## src/rtl/ball_collision_detect_pkg.sv

```systemverilog
// Shared screen geometry, coordinate widths and collision-detector types.
// Used by ball_logic, the renderer and the collision detector.
package ball_collision_detect_pkg;

    localparam int unsigned X_W = 10;
    localparam int unsigned Y_W = 9;

    localparam logic [X_W-1:0] H_ACTIVE = 10'd640;
    localparam logic [Y_W-1:0] V_ACTIVE = 9'd480;

    localparam int unsigned BALL_SIZE_DEF = 4;

    typedef enum logic {
        UNARMED = 1'b0,
        ARMED   = 1'b1
    } det_state_t;

endpackage

```

## src/rtl/ball_collision_detect_if.sv

```systemverilog
// Raster/ball inputs and collision results between the scan logic and the detector.
interface ball_collision_detect_if
    import ball_collision_detect_pkg::*;
#(
    parameter int unsigned HIT_CNT_W = 4
);
    logic                 frame_pulse;
    logic [X_W-1:0]       ball_x;
    logic [Y_W-1:0]       ball_y;
    logic [X_W-1:0]       hpos;
    logic [Y_W-1:0]       vpos;
    logic                 active;
    logic                 obstacle;

    logic                 ball_pixel;
    logic                 collision;
    logic                 ball_top_col;
    logic                 ball_bottom_col;
    logic                 ball_left_col;
    logic                 ball_right_col;
    logic                 first_hit_valid;
    logic [X_W-1:0]       first_hit_x;
    logic [Y_W-1:0]       first_hit_y;
    logic [HIT_CNT_W-1:0] hit_count;

    modport master (
        output frame_pulse, ball_x, ball_y, hpos, vpos, active, obstacle,
        input  ball_pixel, collision, ball_top_col, ball_bottom_col,
               ball_left_col, ball_right_col, first_hit_valid,
               first_hit_x, first_hit_y, hit_count
    );

    modport slave (
        input  frame_pulse, ball_x, ball_y, hpos, vpos, active, obstacle,
        output ball_pixel, collision, ball_top_col, ball_bottom_col,
               ball_left_col, ball_right_col, first_hit_valid,
               first_hit_x, first_hit_y, hit_count
    );

endinterface

```

## src/rtl/ball_collision_detect_box_match.sv

```systemverilog
// Combinational in-box test and edge compares of the scan position against the ball snapshot.
module ball_box_match
    import ball_collision_detect_pkg::*;
#(
    parameter int unsigned BALL_SIZE = BALL_SIZE_DEF
) (
    input  logic [X_W-1:0] snap_x,
    input  logic [Y_W-1:0] snap_y,
    input  logic [X_W-1:0] hpos,
    input  logic [Y_W-1:0] vpos,
    input  logic           active,
    output logic           in_box,
    output logic           edge_top,
    output logic           edge_bottom,
    output logic           edge_left,
    output logic           edge_right
);

    logic [X_W:0] x_end;
    logic [Y_W:0] y_end;
    logic         on_screen;

    // One extra bit keeps boxes hanging off the right/bottom edge from wrapping to 0.
    assign x_end = {1'b0, snap_x} + (X_W+1)'(BALL_SIZE) - (X_W+1)'(1);
    assign y_end = {1'b0, snap_y} + (Y_W+1)'(BALL_SIZE) - (Y_W+1)'(1);

    assign on_screen = active && (hpos < H_ACTIVE) && (vpos < V_ACTIVE);

    always_comb begin
        in_box = on_screen
              && (hpos >= snap_x) && ({1'b0, hpos} <= x_end)
              && (vpos >= snap_y) && ({1'b0, vpos} <= y_end);
        edge_top    = in_box && (vpos == snap_y);
        edge_bottom = in_box && ({1'b0, vpos} == y_end);
        edge_left   = in_box && (hpos == snap_x);
        edge_right  = in_box && ({1'b0, hpos} == x_end);
    end

endmodule

```

## src/rtl/ball_collision_detect.sv

```systemverilog
// Per-pixel ball/obstacle collision detector: frame snapshot, side flags,
// first-contact capture and saturating hit count for ball_logic.
module ball_collision_detect
    import ball_collision_detect_pkg::*;
#(
    parameter int unsigned BALL_SIZE = BALL_SIZE_DEF,
    parameter int unsigned HIT_CNT_W = 4
) (
    input  logic                   clk,
    input  logic                   nRst,
    ball_collision_detect_if.slave bus
);

    det_state_t state_q, state_d;

    logic [X_W-1:0]       snap_x;
    logic [Y_W-1:0]       snap_y;
    logic                 in_box, e_top, e_bottom, e_left, e_right;
    logic                 hit;

    logic                 pix_q, col_q, top_q, bot_q, left_q, right_q;
    logic                 fv_q;
    logic [X_W-1:0]       fx_q;
    logic [Y_W-1:0]       fy_q;
    logic [HIT_CNT_W-1:0] cnt_q;

    ball_box_match #(.BALL_SIZE(BALL_SIZE)) u_match (
        .snap_x     (snap_x),
        .snap_y     (snap_y),
        .hpos       (bus.hpos),
        .vpos       (bus.vpos),
        .active     (bus.active),
        .in_box     (in_box),
        .edge_top   (e_top),
        .edge_bottom(e_bottom),
        .edge_left  (e_left),
        .edge_right (e_right)
    );

    always_ff @(posedge clk) begin
        if (!nRst) state_q <= UNARMED;
        else       state_q <= state_d;
    end

    always_comb begin
        state_d = state_q;
        hit     = 1'b0;
        if (bus.frame_pulse) state_d = ARMED;
        if (state_q == ARMED) hit = in_box && bus.obstacle;
    end

    always_ff @(posedge clk) begin
        if (!nRst) begin
            snap_x <= '0;
            snap_y <= '0;
        end else if (bus.frame_pulse) begin
            snap_x <= bus.ball_x;
            snap_y <= bus.ball_y;
        end
    end

    // The frame pulse wins over the pixel presented with it: that pixel is dropped.
    always_ff @(posedge clk) begin
        if (!nRst || bus.frame_pulse) begin
            pix_q   <= 1'b0;
            col_q   <= 1'b0;
            top_q   <= 1'b0;
            bot_q   <= 1'b0;
            left_q  <= 1'b0;
            right_q <= 1'b0;
            fv_q    <= 1'b0;
            fx_q    <= '0;
            fy_q    <= '0;
            cnt_q   <= '0;
        end else begin
            pix_q   <= (state_q == ARMED) && in_box;
            col_q   <= hit;
            top_q   <= hit && e_top;
            bot_q   <= hit && e_bottom;
            left_q  <= hit && e_left;
            right_q <= hit && e_right;
            if (hit && !fv_q) begin
                fv_q <= 1'b1;
                fx_q <= bus.hpos;
                fy_q <= bus.vpos;
            end
            if (hit && (cnt_q != '1)) cnt_q <= cnt_q + 1'b1;
        end
    end

    assign bus.ball_pixel      = pix_q;
    assign bus.collision       = col_q;
    assign bus.ball_top_col    = top_q;
    assign bus.ball_bottom_col = bot_q;
    assign bus.ball_left_col   = left_q;
    assign bus.ball_right_col  = right_q;
    assign bus.first_hit_valid = fv_q;
    assign bus.first_hit_x     = fx_q;
    assign bus.first_hit_y     = fy_q;
    assign bus.hit_count       = cnt_q;

endmodule

```

## src/flat_wrapper.sv

```systemverilog
// flat-port wrapper written by rule: the top's interface ports become plain ports
module ball_collision_detect_flat import ball_collision_detect_pkg::*;
#(
    parameter int unsigned BALL_SIZE = BALL_SIZE_DEF,
    parameter int unsigned HIT_CNT_W = 4
)
  (clk, nRst, bus_frame_pulse, bus_ball_x, bus_ball_y, bus_hpos, bus_vpos, bus_active, bus_obstacle, bus_ball_pixel, bus_collision, bus_ball_top_col, bus_ball_bottom_col, bus_ball_left_col, bus_ball_right_col, bus_first_hit_valid, bus_first_hit_x, bus_first_hit_y, bus_hit_count);
  ball_collision_detect_if #(.HIT_CNT_W(HIT_CNT_W)) bus_i ();
  input  logic clk;
  input  logic nRst;
  input wire logic [$bits(bus_i.frame_pulse)-1:0] bus_frame_pulse;
  input wire logic [$bits(bus_i.ball_x)-1:0] bus_ball_x;
  input wire logic [$bits(bus_i.ball_y)-1:0] bus_ball_y;
  input wire logic [$bits(bus_i.hpos)-1:0] bus_hpos;
  input wire logic [$bits(bus_i.vpos)-1:0] bus_vpos;
  input wire logic [$bits(bus_i.active)-1:0] bus_active;
  input wire logic [$bits(bus_i.obstacle)-1:0] bus_obstacle;
  output wire logic [$bits(bus_i.ball_pixel)-1:0] bus_ball_pixel;
  output wire logic [$bits(bus_i.collision)-1:0] bus_collision;
  output wire logic [$bits(bus_i.ball_top_col)-1:0] bus_ball_top_col;
  output wire logic [$bits(bus_i.ball_bottom_col)-1:0] bus_ball_bottom_col;
  output wire logic [$bits(bus_i.ball_left_col)-1:0] bus_ball_left_col;
  output wire logic [$bits(bus_i.ball_right_col)-1:0] bus_ball_right_col;
  output wire logic [$bits(bus_i.first_hit_valid)-1:0] bus_first_hit_valid;
  output wire logic [$bits(bus_i.first_hit_x)-1:0] bus_first_hit_x;
  output wire logic [$bits(bus_i.first_hit_y)-1:0] bus_first_hit_y;
  output wire logic [$bits(bus_i.hit_count)-1:0] bus_hit_count;
  assign bus_i.frame_pulse = bus_frame_pulse;
  assign bus_i.ball_x = bus_ball_x;
  assign bus_i.ball_y = bus_ball_y;
  assign bus_i.hpos = bus_hpos;
  assign bus_i.vpos = bus_vpos;
  assign bus_i.active = bus_active;
  assign bus_i.obstacle = bus_obstacle;
  assign bus_ball_pixel = bus_i.ball_pixel;
  assign bus_collision = bus_i.collision;
  assign bus_ball_top_col = bus_i.ball_top_col;
  assign bus_ball_bottom_col = bus_i.ball_bottom_col;
  assign bus_ball_left_col = bus_i.ball_left_col;
  assign bus_ball_right_col = bus_i.ball_right_col;
  assign bus_first_hit_valid = bus_i.first_hit_valid;
  assign bus_first_hit_x = bus_i.first_hit_x;
  assign bus_first_hit_y = bus_i.first_hit_y;
  assign bus_hit_count = bus_i.hit_count;
  ball_collision_detect #(.BALL_SIZE(BALL_SIZE), .HIT_CNT_W(HIT_CNT_W)) u_core (.clk(clk), .nRst(nRst), .bus(bus_i));
endmodule
```

## config.mk

```make
export PLATFORM = sky130hd
export DESIGN_NAME = ball_collision_detect_flat
export DESIGN_NICKNAME = d
export VERILOG_FILES = /design/src/rtl/ball_collision_detect_pkg.sv /design/src/rtl/ball_collision_detect_if.sv /design/src/rtl/ball_collision_detect_box_match.sv /design/src/rtl/ball_collision_detect.sv /design/src/flat_wrapper.sv
export SDC_FILE = /design/constraint.sdc
export NUM_CORES = 1
export LEC_CHECK = 0
export CAP_MARGIN = 15
export CELL_PAD_IN_SITES_DETAIL_PLACEMENT = 1
export CELL_PAD_IN_SITES_GLOBAL_PLACEMENT = 1
export CORE_MARGIN = 2
export CORE_UTILIZATION = 41
export DETAILED_ROUTE_END_ITERATION = 16
export HOLD_SLACK_MARGIN = 0.12
export PLACE_DENSITY = 0.95
export SLEW_MARGIN = 20
export SYNTH_ARGS = -nofsm -noshare
export SYNTH_HDL_FRONTEND = slang
export SYNTH_SLANG_ARGS = --single-unit
```

## constraint.sdc

```tcl
create_clock -name clk -period 7.86 [get_ports clk]
set_clock_uncertainty 0.2 [all_clocks]
set_input_delay 1.179 -clock clk [delete_from_list [all_inputs] [get_ports clk]]
set_output_delay 1.179 -clock clk [all_outputs]
set_load 0.1 [all_outputs]
```

After elaboration in Yosys (flattened, before gate mapping)
Cells that the tools add are included. W data, S select, Z words.

Register bits after elaboration: 50. Bits in latches: 0. RAM bits: 0. Memory bits (read-only): 0. Input bits: 43. Memories kept: 0.

Add/subtract/negate cells: 5. Multipliers: 0. Divide/modulo/power cells: 0. Magnitude comparators: 6. Eq/ne operators: 5. Shifts and indexed selects: 0. Muxes and demuxes: 1. Bitwise gates (word level): 0. Reduce and logical (&&, ||, !) cells: 21.

Operators by type and width (number): $logic_and A1 B1 Y1 (18); $add A10 B3 Y11 const B (1); $eq A10 B11 Y1 (1); $le A10 B11 Y1 (1); $sub A11 B1 Y11 const B (1); $add A9 B3 Y10 const B (1); $eq A10 B10 Y1 (1); $eq A9 B10 Y1 (1); $ge A10 B10 Y1 (1); $le A9 B10 Y1 (1); $lt A10 B10 Y1 const B (1); $sub A10 B1 Y10 const B (1); $eq A9 B9 Y1 (1); $ge A9 B9 Y1 (1); $lt A9 B9 Y1 const B (1); $add A4 B1 Y4 const B (1); $ne A4 B4 Y1 const B (1); $logic_not A1 Y1 (2); $logic_or A1 B1 Y1 (1); $mux W1 (1).

Longest topological paths before layout
Word-level depth: 10. Depth in mapped cells: 15. Gate-level depth less buffers: 13.

Modules after synthesis
A second synthesis with hierarchy kept.

Cell total of the unflattened synthesis: 353. Area total of the unflattened synthesis: 3071.7 µm².

By module, submodules not included: ball_collision_detect (times used 1, cells an instance 186, area an instance 1813.0 µm², seq. area each 1001.0 µm²); ball_box_match (times used 1, cells an instance 167, area an instance 1258.7 µm², seq. area each 0.0 µm²).

Worst setup path before layout
OpenSTA, ideal clock, no wires.

Path type: input -> register. Start: input port bus_hpos[0]. End: register u_core.cnt_q[3] (netlist: u_core.bus.hit_count[3]). Arrival time: 2.806 ns. Data required time: 7.492 ns. Setup slack: 4.685 ns. Stages: 10. Path buffers: 1. Cell sequence: inv_1 -> ha_1 -> a21bo_1 -> a211oi_2 -> a2111oi_4 -> a21oi_2 -> and4_4 -> buf_6 -> nor3b_1 -> a211oi_2.

Longest elaborated chain between the ends: 10. Elaborated cells on any way between the ends: 12. Classes of those cells: 3 x order compare; 1 x mux; 8 x reduce/logical.

RTL lines: from (decl) (line flat_wrapper.sv:14) `input wire logic [$bits(bus_i.hpos)-1:0] bus_hpos;`; $lt A10 B10 Y1 (line ball_collision_detect_box_match.sv:27) `assign on_screen = active && (hpos < H_ACTIVE) && (vpos < V_ACTIVE);`; $logic_and A1 B1 Y1 (2 in a row) (line ball_collision_detect_box_match.sv:27); $logic_and A1 B1 Y1 (line ball_collision_detect_box_match.sv:31) `&& (hpos >= snap_x) && ({1'b0, hpos} <= x_end)`; $logic_and A1 B1 Y1 * (line ball_collision_detect_box_match.sv:31); $logic_and A1 B1 Y1 * (2 in a row) (line ball_collision_detect_box_match.sv:32) `&& (vpos >= snap_y) && ({1'b0, vpos} <= y_end);`; $logic_and A1 B1 Y1 * (line ball_collision_detect.sv:49) `if (state_q == ARMED) hit = in_box && bus.obstacle;`; $mux W1 * (line ball_collision_detect.sv:49); $logic_and A1 B1 Y1 * (line ball_collision_detect.sv:87) `if (hit && (cnt_q != '1)) cnt_q <= cnt_q + 1'b1;`; to (signal assigned) (line ball_collision_detect.sv:87); to (decl) (line ball_collision_detect.sv:25) `logic [HIT_CNT_W-1:0] cnt_q;`.

Mark *: on every way between the ends. The rest lies on a longest branch, timed or not. A chain may end at the register's enable or synchronous reset.

Worst setup path in the final report
Start: register u_core.snap_y[0]. End: register u_core.cnt_q[3] (netlist: u_core.bus.hit_count[3]).

Longest elaborated chain between the ends: 7. Elaborated cells on any way between the ends: 9. Classes of those cells: 2 x add/sub; 2 x order compare; 1 x mux; 4 x reduce/logical.

RTL lines: from (decl) (line ball_collision_detect.sv:17) `logic [Y_W-1:0] snap_y;`; from (signal assigned) (line ball_collision_detect.sv:58) `snap_y <= bus.ball_y;`; $add A9 B3 Y10 (line ball_collision_detect_box_match.sv:25) `assign y_end = {1'b0, snap_y} + (Y_W+1)'(BALL_SIZE) - (Y_W+1)'(1);`; $sub A10 B1 Y10 (line ball_collision_detect_box_match.sv:25); $le A9 B10 Y1 (line ball_collision_detect_box_match.sv:32); $logic_and A1 B1 Y1 * (line ball_collision_detect_box_match.sv:32); $logic_and A1 B1 Y1 * (line ball_collision_detect.sv:49); $mux W1 * (line ball_collision_detect.sv:49); $logic_and A1 B1 Y1 * (line ball_collision_detect.sv:87).

Marks and branches as above.

==> results.cfg <==
[outcome]
run_status = complete, no violations

[die]
core_area_sq_um = 7610
io_pins = 73
initial_core_util_pct = 41.6
rows = 32
die_area_sq_um = 8440
dieWidth_um = 91.9
die_y_um = 91.9

[timing]
setup_violations = 0
rsz0062_at_grt = false
fin_crit_sh_pct = 46.1
setup_tns_ps = 0
fmax_ghz = 0.276
worstMarginPinSlew_ps = 1000
timing.slew.headroom_pct = 33.0
drv_slew = 0
hold_viol = 0
period_minus_slack_ps = 3630

[pwr]
switching_share_pct = 29.9
p_per_area_nw_per_um2 = 139
p_int_w = 0.000394
finalPower_w = 0.000562
clkPwrFrac_pct = 28.5
p_sw_w = 0.000168
sequentialPowerShare_pct = 47.6
p_leak_nw = 1.55
ir_drop_mv = 0.0592
pwr-share-comb_pct = 23.9

[route]
drc = 0
ant_nets = 0
drt-initial-drc-count = 176
first_pass_iters = 4
vias = 2887
via_per_inst = 5.54
drt-total-wl_mm = 9.37
wl_per_cell_um = 18.0

[min_path]
hold_class = flop to flop
hold_path_depth = 2

[place]
dpl-instance-area_sq_um = 3960
gp_congestion = 0.923
dp_hpwl_mm = 7.39
io_buffers = 72

[cts]
path_clk_slew_ps = 100
clock_latency_ps = 310
clock-sinks = 50
post_cts_buffers = 0
clk_path_buf_depth = 2
ctsHoldBuffers = 0
cts_buffers = 5
cts_tree = done
htreeDepth = 2
cts-root-buf = clkbuf_8
postCtsResizedCells = 0

[global_route]
grtUsageMet1_pct = 26.9
grt_overflow = 0
grt_pass1_wl_mm = 15.3
grt_max_degree = 40
grtUsageMet3_pct = 3.78
grt_pass1_vias = 3135
use_met2_pct = 41.5
busiest_layer = met2
grt.total_usage_pct = 22.6
antenna_found_initial = 0

[critical_path]
critical_path_arrival_ps = 3610
crit_required_ps = 7850
slowest_delay_ps = 530
critPathMostFrequentCell = ha_1
cp-end-kind = flop
crit_buf_inv = 1
crit_fanout = 9
crit_cells = 12
cp_slowest_cell = or4_1
path_cells = inv_1 > ha_1 > or4_1 > xnor2_1 > ha_1 > nand3_1 > nor3_1 > a31oi_1 > o21ai_1 > and4_4 > nor3b_1 > a211oi_2
rr_worst_depth = 12
critPathKind = flop to flop
crit_family = simple AND/OR/NAND/NOR gates
start_kind = flop

[yosys]
synthTopCellsByArea = dfxtp_1 (32%), ha_1 (16%), mux2i_1 (6.0%), nor2b_1 (4.1%), nand3_1 (4.0%)
ys_seq_area_share_pct = 31.6
synth_simple_gate_area_share_pct = 20.6
yosys-top-cells-count = dfxtp_1 (50), ha_1 (41), nand2_1 (27), inv_1 (25), nand3_1 (25)
synth_warnings = 0
synth_flop_cell = dfxtp_1
synth_cells = 351
synth-edff-count = 0
synth_top_family_by_area = simple AND/OR/NAND/NOR gates
netlist_area_sq_um = 3170
synthArstFlopShare_pct = 0
synthesis.nets = 435
synth_top_area_cell = dfxtp_1
synth.avg_cell_area_sq_um = 9.02
ys_seq_elements = 50
synth_top_cell_area_share_pct = 31.6
synthMuxAreaShare_pct = 6.01
synth-xor-area-share_pct = 4.15
synthAdderAreaFrac_pct = 16.2
synth_compound_area_share_pct = 15.7
synth_most_common_cell = dfxtp_1
synth.distinct_cells = 51

[job]
cap_violations = 0

[cells_and_area]
diodes = 0
area_delta_synth_final_pct = 27.9
drive_above_1_share_pct = 7.64
final_area_sq_um = 4050
nNetsFinal = 502
fillers = 894
[worst register-to-register path, cell delays in order (launching register included)]
cell and delay, ps:
dfxtp_1 430, inv_1 130, ha_1 270, or4_1 530
xnor2_1 160, ha_1 320, nand3_1 140, nor3_1 290
a31oi_1 90, o21ai_1 210, and4_4 340, nor3b_1 280
a211oi_2 110
[routing by layer]
metal  vias up  share of wire, %
met5         -                 0
met4         0               1.9
met1      1404                42
met2        82                51
li1       1386                 -
met3        15               5.0
[path summary, 6_finish.rpt]
kind,from,end,slack (ps)
max,u_core.snap_y[0]$_SDFFE_PN0P_,u_core.bus.hit_count[3]$_SDFFE_PP0P_,4230
min,u_core.bus.first_hit_y[8]$_SDFFE_PP0P_,u_core.bus.first_hit_y[8]$_SDFFE_PP0P_,260
max reg2reg,u_core.snap_y[0]$_SDFFE_PN0P_,u_core.bus.hit_count[3]$_SDFFE_PP0P_,4230
min reg2reg,u_core.bus.first_hit_y[8]$_SDFFE_PP0P_,u_core.bus.first_hit_y[8]$_SDFFE_PP0P_,260
[final cells by class]
class                      instances  area [sq um]  area share (%)
multi-input combinational        260          1990            49.0
sequential                        50          1000            24.7
timing repair buffer              75           743            18.3
tap                              102           128            3.15
inverter                          26          97.6            2.41
clock buffer                       6          82.6            2.04
clock inverter                     2          12.5           0.309
[cell families after synthesis]
group	after synthesis
and+or+nand+nor	118
AOI/OAI and AO/OA	67
DFF	50
buffers and inverters	41
adders and majority gates	41
muxes	19
xor gates and xnor gates	15
[per-stage QoR]
step	util, %	hold slack, ps	instances	setup slack [ps]
2_1_floorplan	-	227	351	4690
5_1_grt	53.3	295	521	4010
4_1_cts	53.3	264	521	4270
6_report	53.3	261	521	4230
3_5_place_dp	52.0	250	513	4010
3_3_place_gp	52.0	245	513	4130
[registers in the layout, summed over array words and instances (netlist names)]
name / count
u_core.state_q: 1
u_core.snap_y: 9
u_core.bus.ball_right_col: 1
u_core.bus.first_hit_y: 9
u_core.bus.hit_count: 4
u_core.bus.collision: 1
u_core.snap_x: 10
u_core.bus.ball_left_col: 1
u_core.bus.ball_pixel: 1
u_core.bus.first_hit_valid: 1
u_core.bus.ball_top_col: 1
u_core.bus.first_hit_x: 10
u_core.bus.ball_bottom_col: 1
[placed cells by master (no fill, tap or decap), types with 8 or more instances in the layout]
master	n
a21oi_1	11
ha_1	41
nand3_1	25
mux2i_1	19
clkdlybuf4s50_1	72
nand4_1	14
xnor2_1	13
nor2b_1	20
nand2_1	27
o21ai_0	13
o21ai_1	10
dfxtp_1	50
inv_1	25
nor2_1	8
[power groups by stage]
stage / clock [W] / sequential (W) / combinational (W)
CTS: 0.000164 / 0.000267 / 0.000134
global placement: 0 / 0.000272 / 0.000121
global route: 0.000173 / 0.000268 / 0.000147
floorplan: 0 / 0.000271 / 0.0000806
finish: 0.000160 / 0.000267 / 0.000134
detailed placement: 0 / 0.000273 / 0.000131
Power figures use the tool's default switching activity.
